--- config.mk ---
export PLATFORM = sky130hd
export DESIGN_NAME = pcie_ingress
export DESIGN_NICKNAME = d
export VERILOG_FILES = /design/src/rtl/pcie_ingress_pkg.sv /design/src/rtl/pcie_ingress_skid_buf2.sv /design/src/rtl/pcie_ingress.sv
export SDC_FILE = /design/constraint.sdc
export NUM_CORES = 1
export LEC_CHECK = 0
export CAP_MARGIN = 40
export CORE_UTILIZATION = 55
export CTS_BUF_LIST = sky130_fd_sc_hd__clkbuf_4 sky130_fd_sc_hd__clkbuf_8
export DETAILED_ROUTE_END_ITERATION = 8
export GPL_ROUTABILITY_DRIVEN = 0
export GPL_TIMING_DRIVEN = 0
export PLACE_DENSITY_LB_ADDON = 0.25
export SLEW_MARGIN = 40
export SYNTH_ARGS = -nofsm -noshare
export SYNTH_HDL_FRONTEND = slang
export SYNTH_HIERARCHICAL = 1
export SYNTH_SLANG_ARGS = --single-unit
--- constraint.sdc ---
create_clock -name clk -period 4.7 [get_ports clk]
set_clock_uncertainty 0.05 [all_clocks]
set_input_delay 0.705 -clock clk [delete_from_list [all_inputs] [get_ports clk]]
set_output_delay 0.705 -clock clk [all_outputs]
set_load 0.02 [all_outputs]
--- src/rtl/pcie_ingress_pkg.sv ---
// Shared definitions for the PCIe ingress stage: word field positions,
// skid-buffer geometry and the control state encoding.
package pcie_ingress_pkg;

  localparam int unsigned DATA_W   = 6;
  localparam int unsigned VC_BIT   = 5;
  localparam int unsigned DEST_BIT = 4;

  localparam int unsigned DEPTH = 2;
  localparam int unsigned OCC_W = 2;

  typedef enum logic [1:0] {
    ST_INIT   = 2'd0,
    ST_IDLE   = 2'd1,
    ST_ACTIVE = 2'd2,
    ST_STALL  = 2'd3
  } state_e;

endpackage

--- src/rtl/pcie_ingress_skid_buf2.sv ---
// skid_buf2: 2-entry FIFO with write/read/occupancy and synchronous flush.
// The head is read combinationally; a write never bypasses to the head.
module pcie_ingress_skid_buf2
  import pcie_ingress_pkg::*;
#(
  parameter int unsigned W = 6
) (
  input  logic             clk,
  input  logic             rst_n,
  input  logic             flush_i,
  input  logic             wr_en_i,
  input  logic [W-1:0]     wr_data_i,
  input  logic             rd_en_i,
  output logic [W-1:0]     rd_data_o,
  output logic [OCC_W-1:0] occ_o
);

  logic [W-1:0]     mem_q [DEPTH];
  logic             wr_ptr_q;
  logic             rd_ptr_q;
  logic [OCC_W-1:0] occ_q;
  logic [OCC_W-1:0] occ_d;
  logic             wr_c;
  logic             rd_c;

  // A write into a full buffer is only taken when the head leaves in the same cycle.
  assign rd_c  = rd_en_i & (occ_q != '0);
  assign wr_c  = wr_en_i & ((occ_q != OCC_W'(DEPTH)) | rd_c);
  assign occ_d = occ_q + OCC_W'(wr_c) - OCC_W'(rd_c);

  always_ff @(posedge clk or negedge rst_n) begin
    if (!rst_n) begin
      for (int i = 0; i < int'(DEPTH); i++) begin
        mem_q[i] <= '0;
      end
      wr_ptr_q <= 1'b0;
      rd_ptr_q <= 1'b0;
      occ_q    <= '0;
    end else if (flush_i) begin
      wr_ptr_q <= 1'b0;
      rd_ptr_q <= 1'b0;
      occ_q    <= '0;
    end else begin
      if (wr_c) begin
        mem_q[wr_ptr_q] <= wr_data_i;
      end
      wr_ptr_q <= wr_ptr_q ^ wr_c;
      rd_ptr_q <= rd_ptr_q ^ rd_c;
      occ_q    <= occ_d;
    end
  end

  assign rd_data_o = mem_q[rd_ptr_q];
  assign occ_o     = occ_q;

endmodule

--- src/rtl/pcie_ingress.sv ---
// Ingress stage ahead of the PCIe main FIFO: skid-buffers source words and
// pushes them while Pausa_MF is low. PCIE_INGRESS_CNT_EN adds per-VC counters.
module pcie_ingress #(
  parameter int unsigned DATA_W = 6
`ifdef PCIE_INGRESS_CNT_EN
  ,
  parameter int unsigned CNT_W  = 8
`endif
) (
  input  logic              clk,
  input  logic              reset_L,
  input  logic              init,
  input  logic [DATA_W-1:0] in_data,
  input  logic              in_valid,
  output logic              in_ready,
  input  logic              Pausa_MF,
  output logic              push,
  output logic [DATA_W-1:0] data_out,
  output logic              busy
`ifdef PCIE_INGRESS_CNT_EN
  ,
  output logic [CNT_W-1:0]  cnt_vc0,
  output logic [CNT_W-1:0]  cnt_vc1
`endif
);

  import pcie_ingress_pkg::*;

  state_e            state_q;
  state_e            state_d;
  logic              pausa_q;
  logic              push_q;
  logic              push_d;
  logic [DATA_W-1:0] data_out_q;
  logic [DATA_W-1:0] data_out_d;
  logic [OCC_W-1:0]  occ;
  logic [OCC_W-1:0]  occ_nxt;
  logic [DATA_W-1:0] head;
  logic              flush_c;
  logic              accept_c;
  logic              wr_en_c;
  logic              issue_c;

  // init flushes immediately, so a word handshaken on an init edge is discarded.
  assign in_ready = (occ < OCC_W'(DEPTH)) && (state_q != ST_INIT);
  assign accept_c = in_valid & in_ready;
  assign flush_c  = init | (state_q == ST_INIT);
  assign wr_en_c  = accept_c & ~flush_c;
  assign issue_c  = (occ != '0) & ~pausa_q & ~flush_c;
  assign occ_nxt  = flush_c ? '0 : occ + OCC_W'(wr_en_c) - OCC_W'(issue_c);

  pcie_ingress_skid_buf2 #(
    .W (DATA_W)
  ) u_skid_buf2 (
    .clk       (clk),
    .rst_n     (reset_L),
    .flush_i   (flush_c),
    .wr_en_i   (wr_en_c),
    .wr_data_i (in_data),
    .rd_en_i   (issue_c),
    .rd_data_o (head),
    .occ_o     (occ)
  );

  // Next state and registered push/data_out.
  always_comb begin
    state_d    = state_q;
    push_d     = 1'b0;
    data_out_d = data_out_q;
    if (issue_c) begin
      push_d     = 1'b1;
      data_out_d = head;
    end
    if (init) begin
      state_d = ST_INIT;
    end else begin
      case (state_q)
        ST_INIT:   state_d = ST_IDLE;
        ST_IDLE:   if (accept_c) state_d = ST_ACTIVE;
        ST_ACTIVE: begin
          if (occ_nxt == '0)  state_d = ST_IDLE;
          else if (pausa_q)   state_d = ST_STALL;
        end
        ST_STALL: begin
          if (occ_nxt == '0)  state_d = ST_IDLE;
          else if (!pausa_q)  state_d = ST_ACTIVE;
        end
        default:   state_d = ST_INIT;
      endcase
    end
  end

  always_ff @(posedge clk or negedge reset_L) begin
    if (!reset_L) begin
      state_q    <= ST_INIT;
      pausa_q    <= 1'b0;
      push_q     <= 1'b0;
      data_out_q <= '0;
    end else begin
      state_q    <= state_d;
      pausa_q    <= Pausa_MF;
      push_q     <= push_d;
      data_out_q <= data_out_d;
    end
  end

  assign push     = push_q;
  assign data_out = data_out_q;
  assign busy     = (occ != '0) | push_q;

`ifdef PCIE_INGRESS_CNT_EN
  logic [CNT_W-1:0] cnt_vc0_q;
  logic [CNT_W-1:0] cnt_vc0_d;
  logic [CNT_W-1:0] cnt_vc1_q;
  logic [CNT_W-1:0] cnt_vc1_d;

  // Forwarded-word counters, wrapping, cleared whenever the buffer is flushed.
  always_comb begin
    cnt_vc0_d = cnt_vc0_q;
    cnt_vc1_d = cnt_vc1_q;
    if (flush_c) begin
      cnt_vc0_d = '0;
      cnt_vc1_d = '0;
    end else if (issue_c) begin
      if (head[VC_BIT]) cnt_vc1_d = cnt_vc1_q + CNT_W'(1);
      else              cnt_vc0_d = cnt_vc0_q + CNT_W'(1);
    end
  end

  always_ff @(posedge clk or negedge reset_L) begin
    if (!reset_L) begin
      cnt_vc0_q <= '0;
      cnt_vc1_q <= '0;
    end else begin
      cnt_vc0_q <= cnt_vc0_d;
      cnt_vc1_q <= cnt_vc1_d;
    end
  end

  assign cnt_vc0 = cnt_vc0_q;
  assign cnt_vc1 = cnt_vc1_q;
`endif

endmodule

==> impl_summary.log, run 1 <==
[metrics] max incr delay on CP: 0.51 ns
[metrics] Critical Path Source Type: primary input
[metrics] crit-path leading delay family: simple AND/OR/NAND/NOR gates
[metrics] overall overflow remaining after global route: 0
[metrics] stages on the worst setup path: 9
[metrics] CTS Buf Count: 3
[metrics] Period Utilization, post-route: 60.4%
[metrics] dpl ws: 1.50 ns
[metrics] Simple-Gate Fraction of Synth Area: 10.3%
[metrics] Max Cap Viol: 0
[metrics] Post-CTS Setup Inserts: 0
[metrics] least setup slack across all paths after layout: 1.86 ns
[metrics] number of enable-type register cells in the synthesized netlist: 0
[metrics] placed cell areas: 0.00147 sq mm
[metrics] portion of netlist area occupied by mux cells: 23.5%
[metrics] number of antenna violations at the first check in global routing: 0
[metrics] register bit count reported by yosys: 26
[metrics] ys async rst share: 100%
[metrics] Sw Pwr: 109 uW
[metrics] die area: 0.00246 sq mm
[metrics] required arrival time at the worst endpoint: 4.90 ns
[metrics] # H-tree levels: 1
[metrics] DRC viols: 0
[metrics] clock-pin slew on the worst setup and hold paths: 0.14 ns
[metrics] routed via count: 776
[metrics] sequential area share after synthesis: 52.2%
[metrics] leak pwr: 0.717 nW
[metrics] most frequently used flop master after synthesis: sky130_fd_sc_hd__dfrtp_1
[metrics] yosys warns: 6
[metrics] number of cells in the finished layout apart from fillers: 139
[metrics] arrival time reported for the critical path endpoint: 3.04 ns
[metrics] core area: 0.00204 sq mm
[metrics] number of global-route vias before repair: 820
[metrics] Buf+Inv Stages, Crit Path: 2
[metrics] library cell with the largest summed area after synthesis: sky130_fd_sc_hd__dfrtp_1
[metrics] WS Path Type: in2reg
[metrics] sw frac: 24.1%
[metrics] global-route wire length before repair: 3690 microns
[metrics] share of synthesized cell area in full adder, half adder and majority cells: 4.02%
[metrics] post-synthesis cell count: 89
[metrics] library cells used by synthesis: 26
[metrics] wire length reported by the detailed router: 2070 microns
[metrics] post-detailed-placement half-perimeter wirelength: 1530 microns
[metrics] routed length per instance: 14.9 microns
[metrics] total non-filler cell area in the finished layout: 0.00150 sq mm
[metrics] clock group share of total power: 25.3%
[metrics] total routing usage reported by global routing: 20.4%
[metrics] highest attainable clock frequency: 352 MHz
[metrics] Synth Area in Compound Gates: 3.51%
[metrics] path type of the worst min-delay path: in2async
[metrics] cell repeated most along the worst path: sky130_fd_sc_hd__ha_1
[metrics] hold-fix buffers at CTS: 0
[metrics] number of iterations in the first detailed-routing pass: 4
[metrics] clock insertion delay at the later pin of the skew report: 0.33 ns
[metrics] Worst setup EP type: register
[metrics] Fin. Hold Viols: 0
[metrics] time the final worst path needs with I/O delays and setup: 2.84 ns
[metrics] Antenna Nets Post-Route: 0
[metrics] fill count: 149
[metrics] final sum of negative setup slack: 0 ns
[metrics] Slowest cell on crit path: sky130_fd_sc_hd__or3b_2
[metrics] fraction of final layout cells with drive strength greater than 1: 33.0%
[metrics] run status: completed
[metrics] CTS tree: yes
[metrics] largest cells by area after synthesis: sky130_fd_sc_hd__dfrtp_1 (52%), sky130_fd_sc_hd__mux2_2 (16%), sky130_fd_sc_hd__mux2_4 (7.2%), sky130_fd_sc_hd__ha_1 (4.0%), sky130_fd_sc_hd__xor3_1 (1.9%)
[metrics] Gates resized, CTS repair: 0
[metrics] buffer cell driving the clock tree root: sky130_fd_sc_hd__clkbuf_4
[metrics] final core utilization: 73.5%
[metrics] proportion of power drawn by combinational gates: 17.4%
[metrics] vertical die dimension: 49.6 microns
[metrics] post-synthesis net count: 104
[metrics] count of input and output buffers: 19
[metrics] initial standard-cell utilization of the core: 61.0%
[metrics] share of Yosys cell area claimed by the top area cell type: 52.2%
[metrics] final setup violating endpoints: 0
[metrics] power density over the cells: 301 mW/mm^2
[metrics] total placed cells including tap cells: 135
[metrics] violation count after the first detailed-routing iteration: 12
[metrics] Clock Path Buffers: 2
[metrics] via density per instance: 5.58
[metrics] ordered cell list for the critical path: clkdlybuf4s50_1 > o21bai_2 > or3b_2 > ha_1 > inv_1 > ha_1 > xor3_1 > o21ai_0 > nor3b_1
[metrics] Rel. slew slack: 63.2%
[metrics] RSZ-0062 raised after global routing: no
[metrics] synthesized-area fraction occupied by xor and xnor cells: 4.02%
[metrics] FP Rows: 16
[metrics] Reg2Reg Depth: 8
[metrics] internal power component: 343 uW
[metrics] number of nets in the layout: 128
[metrics] dominant combinational cell family by area after synthesis: multiplexers
[metrics] synth-to-layout area growth: 20.5%
[metrics] Worst Tran Pin Value: 0.552 ns
[metrics] maximum number of pins on one net before global-route repair: 27
[metrics] number of max-slew violations in the final report: 0
[metrics] mean post-synth cell area: 14.0 sq um
[metrics] Antenna Cells: 0
[metrics] TritonCTS Sinks: 26
[metrics] sequential power share: 57.4%
[metrics] post-synthesis instance area: 0.00125 sq mm
[metrics] I/O pins: 20
[metrics] Die Wd: 49.6 microns
[metrics] critical path peak fanout: 8
[metrics] VDD IR max: 0.212 mV
sequential cells by signal, summed over array words and instances, names as in the netlist:
signal / count
state_q: 2
u_skid_buf2/rd_ptr_q: 1
u_skid_buf2/mem_q: 12
data_out: 6
pausa_q: 1
u_skid_buf2/wr_ptr_q: 1
push: 1
u_skid_buf2/occ_o: 2
metal layers:
metal	global-route usage, %	vias to the layer above	routed length, microns
met3	4.01	4	84
li1	-	360	-
met4	8.10	0	41
met1	25.4	387	864
met5	0	-	0
met2	34.7	25	1080
placed cells by master (no fill, tap or decap), types with 2 or more instances in the layout:
cell / Yosys / layout
sky130_fd_sc_hd__xnor2_1: 2 / 2
sky130_fd_sc_hd__a21oi_1: 2 / 2
sky130_fd_sc_hd__nand2_1: 3 / 3
sky130_fd_sc_hd__ha_1: 4 / 4
sky130_fd_sc_hd__dfrtp_1: 26 / 26
sky130_fd_sc_hd__mux2_2: 18 / 18
sky130_fd_sc_hd__clkbuf_4: 0 / 3
sky130_fd_sc_hd__nor2b_1: 2 / 2
sky130_fd_sc_hd__mux2_4: 6 / 6
sky130_fd_sc_hd__clkdlybuf4s50_1: 0 / 18
sky130_fd_sc_hd__inv_1: 4 / 4
sky130_fd_sc_hd__nor2_1: 6 / 6
logic make-up (layout without fill, tap and decap cells):
| kind of cell | after synthesis | in the layout |
|---|---|---|
| AND/OR/NAND/NOR | 19 | 19 |
| multiplexers | 24 | 24 |
| adder cells (fa/ha/maj) | 4 | 4 |
| AO/OA/AOI/OAI | 6 | 6 |
| XOR/XNOR | 4 | 4 |
| flip-flops | 26 | 26 |
| buffers and inverters | 6 | 29 |
path summary, 6_finish.rpt:
check                                startpoint                   end  slack [ns]
hold / removal                          reset_L  u_skid_buf2/mem_q[9]        0.29
min in group clk           u_skid_buf2/mem_q[7]  u_skid_buf2/mem_q[7]        0.47
setup reg to reg                     state_q[1]            state_q[0]        2.34
setup / recovery                           init            state_q[0]        1.86
max in group asynchronous               reset_L  u_skid_buf2/mem_q[0]        3.94
hold reg to reg            u_skid_buf2/mem_q[7]  u_skid_buf2/mem_q[7]        0.47
power groups by stage:
stage	Sequential, mW	Combinational (mW)	Clock [mW]
detailed placement	0.265	0.0795	0
floorplan	0.266	0.0443	0
global placement	0.263	0.0771	0
CTS	0.260	0.0799	0.118
finish	0.260	0.0786	0.114
global route	0.263	0.0871	0.124
cells in the mapped netlist, types with 2 or more instances:
master	number
sky130_fd_sc_hd__xnor2_1	2
sky130_fd_sc_hd__ha_1	4
sky130_fd_sc_hd__mux2_2	18
sky130_fd_sc_hd__inv_1	4
sky130_fd_sc_hd__nand2_1	3
sky130_fd_sc_hd__mux2_4	6
sky130_fd_sc_hd__dfrtp_1	26
sky130_fd_sc_hd__nor2_1	6
sky130_fd_sc_hd__a21oi_1	2
sky130_fd_sc_hd__nor2b_1	2
final cells by class:
| type | count | area [sq um] | area share (%) |
|---|---|---|---|
| inverter | 4 | 15.0 | 1.00 |
| buffer | 2 | 15.0 | 1.00 |
| timing repair buffer | 19 | 185 | 12.3 |
| sequential | 26 | 651 | 43.3 |
| tap | 27 | 33.8 | 2.25 |
| clock buffer | 4 | 36.3 | 2.42 |
| multi-input combinational | 57 | 566 | 37.7 |
worst reg2reg max path, stage by stage (launching register included):
cell and delay, ns:
sky130_fd_sc_hd__dfrtp_1 0.46, sky130_fd_sc_hd__o21bai_2 0.17, sky130_fd_sc_hd__or3b_2 0.52, sky130_fd_sc_hd__ha_1 0.30, sky130_fd_sc_hd__inv_1 0.05, sky130_fd_sc_hd__ha_1 0.14, sky130_fd_sc_hd__xor3_1 0.23, sky130_fd_sc_hd__o21ai_0 0.14
sky130_fd_sc_hd__nor3b_1 0.22
stage by stage:
| stage | hold WS [ns] | power (mW) |
|---|---|---|
| after global routing | 0.332 | 0.474 |
| final | 0.288 | 0.452 |
| after detailed placement | 0.442 | 0.344 |
| after global placement | 0.434 | 0.340 |
| after CTS | 0.305 | 0.457 |
| after floorplan | 0.359 | 0.311 |
(Power assumes the default switching activity.)
==> run 2: changes to the inputs <==
- CORE_UTILIZATION: 55 -> 54
- clock period: 4.7 -> 2.9 ns (I/O delays scaled with it)
==> impl_summary.log, run 2 (synthesis results as in run 1) <==
[metrics] Clock Path Buffers: 2
[metrics] WS Path Type: in2reg
[metrics] via density per instance: 5.40
[metrics] leading cell type in the layout, fill and taps excluded: sky130_fd_sc_hd__dfrtp_1
[metrics] total routing usage reported by global routing: 20.1%
[metrics] # H-tree levels: 1
[metrics] wire length reported by the detailed router: 2020 microns
[metrics] Rel. slew slack: 61.2%
[metrics] proportion of power drawn by combinational gates: 18.5%
[metrics] synth-to-layout area growth: 19.5%
[metrics] CTS tree: yes
[metrics] Gates resized, CTS repair: 0
[metrics] internal power component: 528 uW
[metrics] run status: completed
[metrics] violation count after the first detailed-routing iteration: 5
[metrics] clock group share of total power: 20.9%
[metrics] final sum of negative setup slack: 0 ns
[metrics] FP Rows: 17
[metrics] initial standard-cell utilization of the core: 56.9%
[metrics] routed length per instance: 14.5 microns
[metrics] power density over the cells: 466 mW/mm^2
[metrics] most frequent cells in the layout: sky130_fd_sc_hd__dfrtp_1 (26), sky130_fd_sc_hd__mux2_2 (18), sky130_fd_sc_hd__clkdlybuf4s50_1 (18)
[metrics] post-detailed-placement half-perimeter wirelength: 1450 microns
[metrics] VDD IR max: 0.472 mV
[metrics] vertical die dimension: 50.0 microns
[metrics] clock insertion delay at the later pin of the skew report: 0.31 ns
[metrics] path type of the worst min-delay path: in2async
[metrics] clock-pin slew on the worst setup and hold paths: 0.13 ns
[metrics] I/O pins: 20
[metrics] required arrival time at the worst endpoint: 3.08 ns
[metrics] TritonCTS Sinks: 26
[metrics] core area: 0.00219 sq mm
[metrics] DRC viols: 0
[metrics] CTS Buf Count: 3
[metrics] leak pwr: 0.710 nW
[metrics] number of iterations in the first detailed-routing pass: 4
[metrics] number of nets in the layout: 128
[metrics] Worst setup EP type: register
[metrics] maximum number of pins on one net before global-route repair: 27
[metrics] buffer cell driving the clock tree root: sky130_fd_sc_hd__clkbuf_4
[metrics] die area: 0.00250 sq mm
[metrics] sequential power share: 60.6%
[metrics] overall overflow remaining after global route: 0
[metrics] global-route wire length before repair: 3650 microns
[metrics] flip-flop count of the largest register, all copies and words added: 12
[metrics] Antenna Nets Post-Route: 0
[metrics] final setup violating endpoints: 0
[metrics] RSZ-0062 raised after global routing: no
[metrics] routed via count: 750
[metrics] Max Cap Viol: 0
[metrics] number of antenna violations at the first check in global routing: 0
[metrics] count of input and output buffers: 19
[metrics] arrival time reported for the critical path endpoint: 2.80 ns
[metrics] Post-CTS Setup Inserts: 0
[metrics] Fin. Hold Viols: 0
[metrics] number of max-slew violations in the final report: 0
[metrics] number of global-route vias before repair: 778
[metrics] largest register by flop count: u_skid_buf2/mem_q
[metrics] placed cell areas: 0.00147 sq mm
[metrics] Antenna Cells: 0
[metrics] sw frac: 23.8%
[metrics] Die Wd: 50.0 microns
[metrics] Period Utilization, post-route: 90.2%
[metrics] Critical Path Source Type: primary input
[metrics] hold-fix buffers at CTS: 0
[metrics] Worst Tran Pin Value: 0.582 ns
[metrics] Sw Pwr: 165 uW
[metrics] time the final worst path needs with I/O delays and setup: 2.62 ns
[metrics] total non-filler cell area in the finished layout: 0.00149 sq mm
[metrics] fraction of final layout cells with drive strength greater than 1: 32.4%
[metrics] highest attainable clock frequency: 382 MHz
[metrics] critical path peak fanout: 8
==> run 2: cell count changes in the layout (fill, tap and decap cells not counted), sizes merged <==
cell	before	now
clkbuf	5	4
==> run 2: final timing paths <==
path                        startpoint              endpoint  slack (ns)  depth (start not counted)
setup / recovery                  init            state_q[0]        0.28                          9
hold / removal                 reset_L  u_skid_buf2/mem_q[1]        0.05                          1
setup reg to reg            state_q[1]            state_q[0]        0.55                          8
hold reg to reg            data_out[3]           data_out[3]        0.47                          1
max in group asynchronous      reset_L                  push        2.37                          1
min in group clk           data_out[3]           data_out[3]        0.47                          1
==> run 2: worst max-delay path: stages <==
cell and delay, ns:
sky130_fd_sc_hd__clkdlybuf4s50_1 0.45, sky130_fd_sc_hd__o21bai_2 0.30, sky130_fd_sc_hd__or3b_2 0.51, sky130_fd_sc_hd__ha_1 0.30, sky130_fd_sc_hd__inv_1 0.06, sky130_fd_sc_hd__ha_1 0.14, sky130_fd_sc_hd__xor3_1 0.23, sky130_fd_sc_hd__o21ai_0 0.18
sky130_fd_sc_hd__nor3b_1 0.20
==> run 2: final cells by class <==
| type | count | area, sq um |
|---|---|---|
| Tap cell | 28 | 35.0 |
| Sequential cell | 26 | 651 |
| Multi-Input combinational cell | 57 | 566 |
| Timing Repair Buffer | 19 | 185 |
| Inverter | 4 | 15.0 |
| Buffer | 2 | 15.0 |
| Clock buffer | 3 | 22.5 |
| Fill cell | 169 | 702 |
==> run 2: stage by stage <==
stage                     setup WS [ns]  total power, mW  hold slack (ns)  std cells  util, %
after floorplan                   0.618            0.503           0.0894         89        -
after global placement           0.0512            0.550            0.434        136     67.2
after detailed placement        -0.0483            0.557            0.406        136     66.9
after CTS                         0.284            0.704           0.0511        139     68.0
after global routing              0.165            0.735           0.0679        139     68.0
final                             0.284            0.693           0.0524        139     68.0
==> run 2: metal layers <==
layer	global-route usage, %	vias up	part of all wire, %
met3	6.48	4	3.6
met5	0	-	0
met4	6.67	0	2.0
met1	25.9	371	45
met2	31.6	15	49
li1	-	360	-
==> run 2: power by group through the flow <==
stage	logic [mW]	registers (mW)	clock network, mW
6_report	0.128	0.420	0.145
5_1_grt	0.142	0.427	0.166
4_1_cts	0.130	0.421	0.153
3_5_place_dp	0.130	0.428	0
3_3_place_gp	0.126	0.425	0
2_1_floorplan	0.0717	0.432	0
